### src/rtl/dfi_chan_mux.sv
// N-channel SDR command/data mux between MMC channels and one shared DRAM PHY port.
// Define DFI_CHAN_MUX_FIXED_SLOT_EN for strict TDM slots instead of work-conserving round-robin.

`ifndef COMMON_STD_INTF_CNTL_SOM
`define COMMON_STD_INTF_CNTL_SOM 2'b01
`endif
`ifndef COMMON_STD_INTF_CNTL_MOM
`define COMMON_STD_INTF_CNTL_MOM 2'b00
`endif
`ifndef COMMON_STD_INTF_CNTL_EOM
`define COMMON_STD_INTF_CNTL_EOM 2'b10
`endif
`ifndef COMMON_STD_INTF_CNTL_SOM_EOM
`define COMMON_STD_INTF_CNTL_SOM_EOM 2'b11
`endif

module dfi_chan_mux #(
    parameter int unsigned NUM_CHANNELS = 2,
    parameter int unsigned DATA_WIDTH   = 256,
    parameter int unsigned BANK_WIDTH   = 2,
    parameter int unsigned ADDR_WIDTH   = 12,
    parameter int unsigned BURST_SIZE   = 4,
    parameter int unsigned TAG_DEPTH    = 8
) (
    input  logic                               clk,
    input  logic                               reset_poweron_n,
    output logic                               dfi__mmc__init_done,
    input  logic [NUM_CHANNELS-1:0]            mmc__dfi__req_valid,
    output logic [NUM_CHANNELS-1:0]            dfi__mmc__req_ready,
    input  logic [2*NUM_CHANNELS-1:0]          mmc__dfi__cmd,
    input  logic [BANK_WIDTH*NUM_CHANNELS-1:0] mmc__dfi__bank,
    input  logic [ADDR_WIDTH*NUM_CHANNELS-1:0] mmc__dfi__addr,
    input  logic [DATA_WIDTH*NUM_CHANNELS-1:0] mmc__dfi__data,
    output logic                               dfi__phy__cs,
    output logic                               dfi__phy__cmd1,
    output logic                               dfi__phy__cmd0,
    output logic [BANK_WIDTH-1:0]              dfi__phy__bank,
    output logic [ADDR_WIDTH-1:0]              dfi__phy__addr,
    output logic [DATA_WIDTH-1:0]              dfi__phy__data,
    input  logic                               phy__dfi__valid,
    input  logic [DATA_WIDTH-1:0]              phy__dfi__data,
    output logic [NUM_CHANNELS-1:0]            dfi__mmc__valid,
    output logic [2*NUM_CHANNELS-1:0]          dfi__mmc__cntl,
    output logic [DATA_WIDTH-1:0]              dfi__mmc__data,
    output logic                               dfi__sys__err
);

    localparam int unsigned CH_W   = $clog2(NUM_CHANNELS);
    localparam int unsigned PTR_W  = (TAG_DEPTH > 1) ? $clog2(TAG_DEPTH) : 1;
    localparam int unsigned CNT_W  = $clog2(TAG_DEPTH + 1);
    localparam int unsigned BEAT_W = (BURST_SIZE > 1) ? $clog2(BURST_SIZE) : 1;

    localparam logic [1:0] CntlSom    = `COMMON_STD_INTF_CNTL_SOM;
    localparam logic [1:0] CntlMom    = `COMMON_STD_INTF_CNTL_MOM;
    localparam logic [1:0] CntlEom    = `COMMON_STD_INTF_CNTL_EOM;
    localparam logic [1:0] CntlSomEom = `COMMON_STD_INTF_CNTL_SOM_EOM;
    localparam logic [1:0] CmdRead    = 2'b01;

    logic [1:0]                   init_q;
    logic                         init_done;
    logic [CH_W-1:0]              tag_mem_q [TAG_DEPTH];
    logic [PTR_W-1:0]             wr_ptr_q, rd_ptr_q;
    logic [CNT_W-1:0]             cnt_q;
    logic [BEAT_W-1:0]            beat_q;
    logic                         err_q;
    logic                         cs_q;
    logic [1:0]                   cmd_q;
    logic [BANK_WIDTH-1:0]        bank_q;
    logic [ADDR_WIDTH-1:0]        addr_q;
    logic [DATA_WIDTH-1:0]        data_q;
    logic [NUM_CHANNELS-1:0]      rvalid_q;
    logic [2*NUM_CHANNELS-1:0]    rcntl_q;
    logic [DATA_WIDTH-1:0]        rdata_q;

    logic                         full, empty;
    logic [NUM_CHANNELS-1:0]      eligible;
    logic                         grant_vld;
    logic [CH_W-1:0]              grant_idx;
    logic [1:0]                   g_cmd;
    logic [BANK_WIDTH-1:0]        g_bank;
    logic [ADDR_WIDTH-1:0]        g_addr;
    logic [DATA_WIDTH-1:0]        g_data;
    logic                         push, pop, beat, err_set;
    logic [CH_W-1:0]              head;
    logic [1:0]                   beat_cntl;

    assign init_done = init_q[1];
    // Full is taken from registered occupancy, so a pop frees a slot only next cycle.
    assign full      = (cnt_q == CNT_W'(TAG_DEPTH));
    assign empty     = (cnt_q == '0);
    assign head      = tag_mem_q[rd_ptr_q];

    always_comb begin
        for (int unsigned i = 0; i < NUM_CHANNELS; i++) begin
            eligible[i] = mmc__dfi__req_valid[i] && init_done &&
                          !((mmc__dfi__cmd[2*i +: 2] == CmdRead) && full);
        end
    end

`ifdef DFI_CHAN_MUX_FIXED_SLOT_EN
    logic [CH_W-1:0] slot_q, slot_d;

    always_comb begin
        slot_d = slot_q;
        if (init_done) begin
            slot_d = (slot_q == CH_W'(NUM_CHANNELS - 1)) ? '0 : slot_q + 1'b1;
        end
        grant_idx = slot_q;
        grant_vld = eligible[slot_q];
    end

    always_ff @(posedge clk) begin
        if (!reset_poweron_n) slot_q <= '0;
        else                  slot_q <= slot_d;
    end
`else
    logic [CH_W-1:0] ptr_q, ptr_d;

    always_comb begin
        grant_vld = 1'b0;
        grant_idx = '0;
        for (int unsigned k = 0; k < NUM_CHANNELS; k++) begin
            if (!grant_vld && eligible[(32'(ptr_q) + k) % NUM_CHANNELS]) begin
                grant_vld = 1'b1;
                grant_idx = CH_W'((32'(ptr_q) + k) % NUM_CHANNELS);
            end
        end
        ptr_d = ptr_q;
        if (grant_vld) begin
            ptr_d = (grant_idx == CH_W'(NUM_CHANNELS - 1)) ? '0 : grant_idx + 1'b1;
        end
    end

    always_ff @(posedge clk) begin
        if (!reset_poweron_n) ptr_q <= '0;
        else                  ptr_q <= ptr_d;
    end
`endif

    always_comb begin
        dfi__mmc__req_ready = '0;
        g_cmd  = '0;
        g_bank = '0;
        g_addr = '0;
        g_data = '0;
        for (int unsigned i = 0; i < NUM_CHANNELS; i++) begin
            if (grant_idx == CH_W'(i)) begin
                dfi__mmc__req_ready[i] = grant_vld;
                g_cmd  = mmc__dfi__cmd[2*i +: 2];
                g_bank = mmc__dfi__bank[BANK_WIDTH*i +: BANK_WIDTH];
                g_addr = mmc__dfi__addr[ADDR_WIDTH*i +: ADDR_WIDTH];
                g_data = mmc__dfi__data[DATA_WIDTH*i +: DATA_WIDTH];
            end
        end
    end

    always_comb begin
        push    = grant_vld && (g_cmd == CmdRead);
        beat    = phy__dfi__valid && !empty;
        err_set = phy__dfi__valid && empty;
        pop     = beat && (beat_q == BEAT_W'(BURST_SIZE - 1));
        if (BURST_SIZE == 1)                         beat_cntl = CntlSomEom;
        else if (beat_q == '0)                       beat_cntl = CntlSom;
        else if (beat_q == BEAT_W'(BURST_SIZE - 1))  beat_cntl = CntlEom;
        else                                         beat_cntl = CntlMom;
    end

    // Tag storage needs no reset: occupancy and pointers define what is live.
    always_ff @(posedge clk) begin
        if (push) tag_mem_q[wr_ptr_q] <= grant_idx;
    end

    always_ff @(posedge clk) begin
        if (!reset_poweron_n) begin
            init_q   <= '0;
            wr_ptr_q <= '0;
            rd_ptr_q <= '0;
            cnt_q    <= '0;
            beat_q   <= '0;
            err_q    <= 1'b0;
            cs_q     <= 1'b0;
            cmd_q    <= '0;
            bank_q   <= '0;
            addr_q   <= '0;
            data_q   <= '0;
            rvalid_q <= '0;
            rcntl_q  <= {NUM_CHANNELS{CntlMom}};
            rdata_q  <= '0;
        end else begin
            init_q <= {init_q[0], 1'b1};
            if (push) wr_ptr_q <= wr_ptr_q + 1'b1;
            if (pop)  rd_ptr_q <= rd_ptr_q + 1'b1;
            case ({push, pop})
                2'b10:   cnt_q <= cnt_q + 1'b1;
                2'b01:   cnt_q <= cnt_q - 1'b1;
                default: cnt_q <= cnt_q;
            endcase
            if (beat) beat_q <= pop ? '0 : beat_q + 1'b1;
            if (err_set) err_q <= 1'b1;

            if (grant_vld) begin
                cs_q   <= (g_cmd != 2'b00);
                cmd_q  <= g_cmd;
                bank_q <= g_bank;
                addr_q <= g_addr;
                data_q <= g_data;
            end else begin
                cs_q  <= 1'b0;
                cmd_q <= '0;
            end

            rvalid_q <= '0;
            if (beat) begin
                rdata_q <= phy__dfi__data;
                for (int unsigned i = 0; i < NUM_CHANNELS; i++) begin
                    if (head == CH_W'(i)) begin
                        rvalid_q[i]       <= 1'b1;
                        rcntl_q[2*i +: 2] <= beat_cntl;
                    end
                end
            end
        end
    end

    assign dfi__mmc__init_done = init_done;
    assign dfi__phy__cs        = cs_q;
    assign dfi__phy__cmd1      = cmd_q[1];
    assign dfi__phy__cmd0      = cmd_q[0];
    assign dfi__phy__bank      = bank_q;
    assign dfi__phy__addr      = addr_q;
    assign dfi__phy__data      = data_q;
    assign dfi__mmc__valid     = rvalid_q;
    assign dfi__mmc__cntl      = rcntl_q;
    assign dfi__mmc__data      = rdata_q;
    assign dfi__sys__err       = err_q;

endmodule

### config.mk
export PLATFORM = sky130hd
export DESIGN_NAME = dfi_chan_mux
export DESIGN_NICKNAME = d
export VERILOG_FILES = /design/src/rtl/dfi_chan_mux.sv
export SDC_FILE = /design/constraint.sdc
export NUM_CORES = 1
export LEC_CHECK = 0
export BUFFER_PORTS_ARGS = -buffer_cell sky130_fd_sc_hd__buf_2
export CAP_MARGIN = 20
export CORE_AREA = 3 3 528 530
export DETAILED_ROUTE_END_ITERATION = 7
export DIE_AREA = 0 0 531 533
export SYNTH_ARGS = -nofsm -noshare
export SYNTH_HDL_FRONTEND = slang
export SYNTH_SLANG_ARGS = --single-unit
### constraint.sdc
create_clock -name clk -period 2.9 [get_ports clk]
set_clock_uncertainty 0.15 [all_clocks]
set_input_delay 0.58 -clock clk [delete_from_list [all_inputs] [get_ports clk]]
set_output_delay 0.58 -clock clk [all_outputs]
set_load 0.02 [all_outputs]
# Word level (Yosys, flattened, before mapping)
# Memories as Yosys holds them, arrays and structs flattened. A register that Yosys moved wholly into a read port is not among the register bits.
# Cells that the tools add are included.
totals:
  wordCells: 84
  romBits: 0
  output_inout_bits: 539
  n_memories: 1
  reg_bits: 551
  input_bits: 805
  ram_bits: 8
  latch_bits: 0
classes:
  muxes: 26
  add_sub_neg: 7
  n_bitwise: 1
  n_reduce_logical: 23
  order_cmp: 2
  n_div: 0
  n_mul: 0
  n_shift: 0
  n_eq_ne: 7
memory_table:
  columns: ["memory", "depth", "width", "read_ports", "rd_ports_with_merged_regs", "write_ports", "line_no", "rtl"]
  rows:
  - ["tag_mem_q", 8, 1, 1, 1, 1, "61", "logic [CH_W-1:0] tag_mem_q [TAG_DEPTH];"]
ops:
  columns: ["cell", "n"]
  rows:
  - ["256-bit 2-to-1 mux", 1]
  - ["1-bit 2-to-1 mux", 16]
  - ["12-bit 2-to-1 mux", 1]
  - ["1-bit logical AND", 11]
  - ["2-bit 2-to-1 mux", 5]
  - ["2-bit by 1-bit == test with 1-bit output, second input constant", 4]
  - ["4-bit one-hot mux with 2 select lines", 1]
  - ["2-bit AND reduction", 4]
  - ["3-bit by 1-bit adder with 3-bit output, second input constant", 2]
  - ["3-bit 2-to-1 mux", 2]
  - ["4-bit by 1-bit adder with 4-bit output, second input constant", 1]
  - ["2-bit == test, second input constant", 2]
  - ["4-bit == test, second input constant", 1]
  - ["1-bit logical NOT", 4]
  - ["4-bit logical NOT", 1]
  - ["1-bit by 2-bit < comparator with 1-bit output, second input constant", 2]
  - ["2-bit nonzero test", 2]
  - ["4-bit by 1-bit subtractor with 4-bit output, second input constant", 1]
  - ["1-bit adder, second input constant", 2]
  - ["2-bit by 1-bit adder with 2-bit output, second input constant", 1]
  - ["2-bit logical NOT", 1]
  - ["1-bit NOT", 1]

# Logic depth before layout (Yosys ltp)
logic_depth:
  word_depth: 15
  mapped_depth: 13
  ltp_nobuf: 11

# Worst setup path before layout
# Ideal clock, no wire load.
synth_path:
  path_type: "register -> register"
  from: "reg cnt_q[1]"
  to: "reg cnt_q[2]"
  t_required_ps: 2680
  path_buffers: 1
  t_arrival_ps: 2504
  slack_ps: 176
  path_stages_with_launch: 12
  setup_time_ps: 70
  synth_period_minus_slack_ps: 2724
  cell_sequence: "dfxtp_1 -> buf_6 -> nor4b_4 -> nor3_1 -> o32ai_2 -> ha_1 -> xor2_1 -> ha_1 -> a21oi_1 -> xor2_1 -> or3_1 -> a21oi_1"
synth_via:
  elab_chain_cells: 15
  word_cells_on_any_way: 30
  classes_between: "add/sub (2); eq/ne (4); mux (10); reduce/logical (14)"
synth_lines:
  columns: ["element", "line_no", "rtl"]
  rows:
  - ["start: declaration", "63", "logic [CNT_W-1:0] cnt_q;"]
  - ["start signal: assignment", "194", "2'b10: cnt_q <= cnt_q + 1'b1;"]
  - ["start signal: assignment", "195", "2'b01: cnt_q <= cnt_q - 1'b1;"]
  - ["start signal: assignment", "196", "default: cnt_q <= cnt_q;"]
  - ["4-bit == test", "89", "assign full = (cnt_q == CNT_W'(TAG_DEPTH));"]
  - ["1-bit logical AND", "96", "!((mmc__dfi__cmd[2*i +: 2] == CmdRead) && full);"]
  - ["1-bit logical NOT", "96", null]
  - ["1-bit logical AND", "95", "eligible[i] = mmc__dfi__req_valid[i] && init_done &&"]
  - ["1-bit 2-to-1 mux (not written as such) (2 in series)", "123", "if (!grant_vld && eligible[(32'(ptr_q) + k) % NUM_CHANNELS]) begin"]
  - ["1-bit 2-to-1 mux", "123", null]
  - ["1-bit logical NOT", "123", null]
  - ["1-bit logical AND", "123", null]
  - ["1-bit 2-to-1 mux", "123", null]
  - ["2-bit 2-to-1 mux", "147", "if (grant_idx == CH_W'(i)) begin"]
  - ["2-bit by 1-bit == test with 1-bit output", "158", "push = grant_vld && (g_cmd == CmdRead);"]
  - ["1-bit logical AND", "158", null]
  - ["2-bit by 1-bit == test with 1-bit output or 2-bit == test (tied branches)", "193", "case ({push, pop})"]
  - ["4-bit one-hot mux with 2 select lines or 2-bit nonzero test (tied branches)", null, null]
# Several ways; a longest one is shown, not always the timed one. The select of a mux whose other input is x is not followed.
# A chain may end at the register's enable or synchronous reset.

# Worst setup path after layout
layout_path:
  from: "reg cnt_q[0]"
  to: "out dfi__mmc__req_ready[0]"
layout_via:
  elab_chain_cells: 11
  word_cells_on_any_way: 18
  classes_between: "eq/ne (1); mux (9); reduce/logical (8)"
layout_lines:
  columns: ["element", "line_no", "rtl"]
  rows:
  - ["4-bit == test (*)", "89", null]
  - ["1-bit logical AND", "96", null]
  - ["1-bit logical NOT", "96", null]
  - ["1-bit logical AND", "95", null]
  - ["1-bit 2-to-1 mux (not written as such) (2 in series)", "123", null]
  - ["1-bit 2-to-1 mux", "123", null]
  - ["1-bit logical NOT", "123", null]
  - ["1-bit logical AND", "123", null]
  - ["1-bit 2-to-1 mux", "123", null]
  - ["1-bit 2-to-1 mux (*)", "147", null]
  - ["end: declaration", "29", "output logic [NUM_CHANNELS-1:0] dfi__mmc__req_ready,"]
# Every way passes the cells marked *; elsewhere a longest branch is shown, timed or not. The select of a mux whose other input is x is not followed.

==> impl_metrics.toml <==
[pwr]
clk_pwr_share_pct = 44.6
switching_share_pct = 29.50
total_power_mw = 22.33
cellInternalPower_mw = 15.74
power_density_nw_per_um2 = 509.6
combPwrFrac_pct = 18.1
power_frac_seq_pct = 37.3
ir_worst_vdd_uv = 369.0
power_leakage_nw = 18.67
power.switching_mw = 6.587

[cells_and_area]
register_area_um2 = 11330
synthToLayoutAreaGrowth_pct = 102.3
multi_input_comb_area_um2 = 9133
finish.cell_count_without_fillers = 8612
n_fill_cell = 30930
drive_gt1_share_pct = 32.45
net_count_final = 5685
postLayoutCellArea_um2 = 43820
utilization_pct = 16.00
layout.cells.most_common_list = "buf_2, nand2_1, dlygate4sd3_1"
layout.cells.most_common = "buf_2"

[route]
firstDrtPassIters = 5
routed_via_density = 3.480
num_vias = 29970
drt_wl_total_mm = 194.7
initialDrtViolationCount = 2196
drc = 0
route.detailed.wl_per_inst_um = 22.60
antenna_violating_nets_post_route = 0

[worst_setup_path]
crit_arrival_ns = 2.25
critical_path.endpoint = "dfi__mmc__req_ready[0]"
ff2ff_setup_slack_ns = 0.01
regToRegEndpoint = "dfi__phy__data[220]"
r2r_start = "cnt_q[0]"
timing.critical_path.from_type = "register"
timing_worst_setup_path_type = "reg -> out"
critPathCaptureType = "output pin"
critical_path_cell_count = 6
reg2reg_depth = 10
max_incr_delay_on_cp_ns = 0.34
crit_chain = "nor4b_4, a31oi_2, buf_4, or2_4, and2_4, buf_6"
critical_path.max_fanout = 2
crit_path_top_delay_cell = "nor4b_4"
cp.required_ns = 2.17
setup.worst_path.start = "cnt_q[0]"
path_delay_family = "simple AND/OR/NAND/NOR gates"
worstPathBufferInverterCount = 2

[timing]
slew_violations = 0
final_period_minus_worst_setup_slack_ns = 2.977
timing.final.setup_violations = 2
slew-limit-headroom_pct = 60.00
final_hold_violation_count = 0
timing.final.crit_share_pct = 102.7
setup_tns_ns = -0.1398
timing.final.ws_setup_ns = -0.07703
rsz0062_at_grt = "true"
hold_worst_slack_ns = 0.04092
max_slew.worst_pin.slew_ns = 0.6000
max_freq_mhz = 335.9

[flow_run]
maxCapViolations = 0

[logic_synthesis]
postSynthCellCount = 2777
ys_seq_elements = 562
synth_cell_type_count = 38
synth_sequential_area_ratio_pct = 52.31
synth_area_um2 = 21660
ys_async_sr_fraction_pct = 0
synth_edf_count = 8
synth_top_cells_by_area = "dfxtp_1, nand2_1, a31oi_1, a21oi_1, o21ai_1"
syn_nets = 3590
post_synthesis_cell_type_with_the_largest_combined_area = "dfxtp_1"
ys.warnings.count = 0
synth_flop_cell = "dfxtp_1"
yosys.area.top_type_share_pct = 51.20
syn_area_cell_um2 = 7.800

[floorplanning]
core_um2 = 273900
die-width_um = 531
initial_core_util_pct = 7.909
vertical_die_dimension_um = 533
std_cell_rows = 192
floorplan.io_pins = 1344
die_area_um2 = 283000

[grt]
globalRouteOverflowTotal = 0
gr-usage-all-layers_pct = 12.91
first_global_vias = 28650
grt_antenna_before_repair = 257
grt_start_max_net_pins = 111
grt_first_pass_wirelength_mm = 248.9

[status]
failed_checks = "setup timing"
outcome = "complete, but fails checks"

[placed_design]
placed_cell_area_um2 = 32810
place_worst_setup_slack_ns = 0.007945
place.detailed.instances = 7571
port-buffer-count = 1343
detailedPlacementHpwl_mm = 160.7
gp_congestion = 1.020

[clock_network]
number_of_buffers_inserted_during_clock_tree_synthesis = 80
cts_max_path_buffers = 4
root_buffer = "clkbuf_16"
clock_sink_count = 562
clk_transition_reported_paths_ns = 0.06
htree_levels = 3
tritoncts = "built"
worst_skew_pair.late_latency_ns = 0.77

[min_path]
hold_path_startpoint = "phy__dfi__data[219]"
worst_hold_path_type = "in -> reg"
## worst min-delay path by stage
stage | to | slack (ns) | cells after the start
detailed placement | init_q[1] | 0.27 | 1
floorplan | init_q[1] | 0.26 | 1
global route | dfi__phy__data[164] | 0.01 | 3
CTS | dfi__phy__data[157] | 0.004 | 3
finish | dfi__mmc__data[219] | 0.04 | 3
global placement | init_q[1] | 0.28 | 1
## routing by layer
layer | up-vias | global-route usage [%] | routed length (um)
met5 | - | 0 | 1047
met4 | 158 | 7.107 | 12220
met3 | 617 | 5.819 | 22350
met2 | 1807 | 21.22 | 88370
met1 | 13670 | 13.73 | 70670
li1 | 13720 | - | -
## registers in the layout, indices dropped and copies added (netlist names), 3 cells and up, named ones only
| register | count |
|---|---|
| wr_ptr_q | 3 |
| dfi__phy__addr | 12 |
| cnt_q | 4 |
| dfi__mmc__data | 256 |
| dfi__phy__data | 256 |
| rd_ptr_q | 3 |
| dfi__mmc__cntl | 4 |
| tag_mem_q | 8 |
## power by group through the flow
| stage | combinational, mW | sequential [mW] | clock (mW) |
|---|---|---|---|
| detailed placement | 2.89 | 8.47 | 0 |
| floorplan | 0.904 | 8.93 | 0 |
| global route | 4.33 | 8.36 | 10.6 |
| finish | 4.04 | 8.33 | 9.96 |
| global placement | 2.88 | 8.47 | 0 |
| CTS | 4.07 | 8.32 | 10.4 |
## what timing repair did
action                                 CTS  global route
resized for setup                        9            14
endpoints found under the hold margin  527             0
gates cloned                             0             1
setup endpoints to repair                2            10
hold buffers                           796             0
buffers inserted                        12             3
pin swaps                                3            11
## final cells by class
type | instances | area share [%]
well taps | 3589 | 10.25
clock inverters | 24 | 0.6453
clock buffers | 110 | 5.248
repair buffers | 2252 | 36.47
multi-input cells | 1967 | 20.84
flip-flops and latches | 562 | 25.87
diodes | 99 | 0.5654
inverters | 9 | 0.1114
## cell usage after synthesis, types with 2 or more instances
cell type	instances
a21oi_1	267
a31oi_1	273
and2_1	4
buf_1	5
buf_2	79
buf_4	3
buf_6	32
clkbuf_1	120
dfxtp_1	554
edfxtp_1	8
ha_1	8
inv_1	8
mux2i_1	9
nand2_1	1066
nand2b_1	7
nand3_1	2
nand3b_1	2
nor2_1	23
nor2b_1	2
nor3_1	6
nor4bb_1	2
o21a_1	3
o21ai_0	105
o21ai_1	169
or3_1	2
xor2_1	6
## logic make-up (layout without fill, tap and decap cells)
group	after synthesis	in the layout	share of synthesized area, %
AND/OR/NAND/NOR	1122	1122	19.92
AO/OA/AOI/OAI	821	821	20.68
flip-flops	562	562	52.31
buffers and inverters	248	2395	5.915
multiplexers	10	10	0.4679
adder cells (fa/ha/maj)	8	8	0.4622
XOR/XNOR	6	6	0.2426
other	0	99	0
## worst min-delay path: stages
cell	delay (ns)
buf_2	0.09
nand2_1	0.15
a21oi_1	0.09
Power figures use the tool's default switching activity.
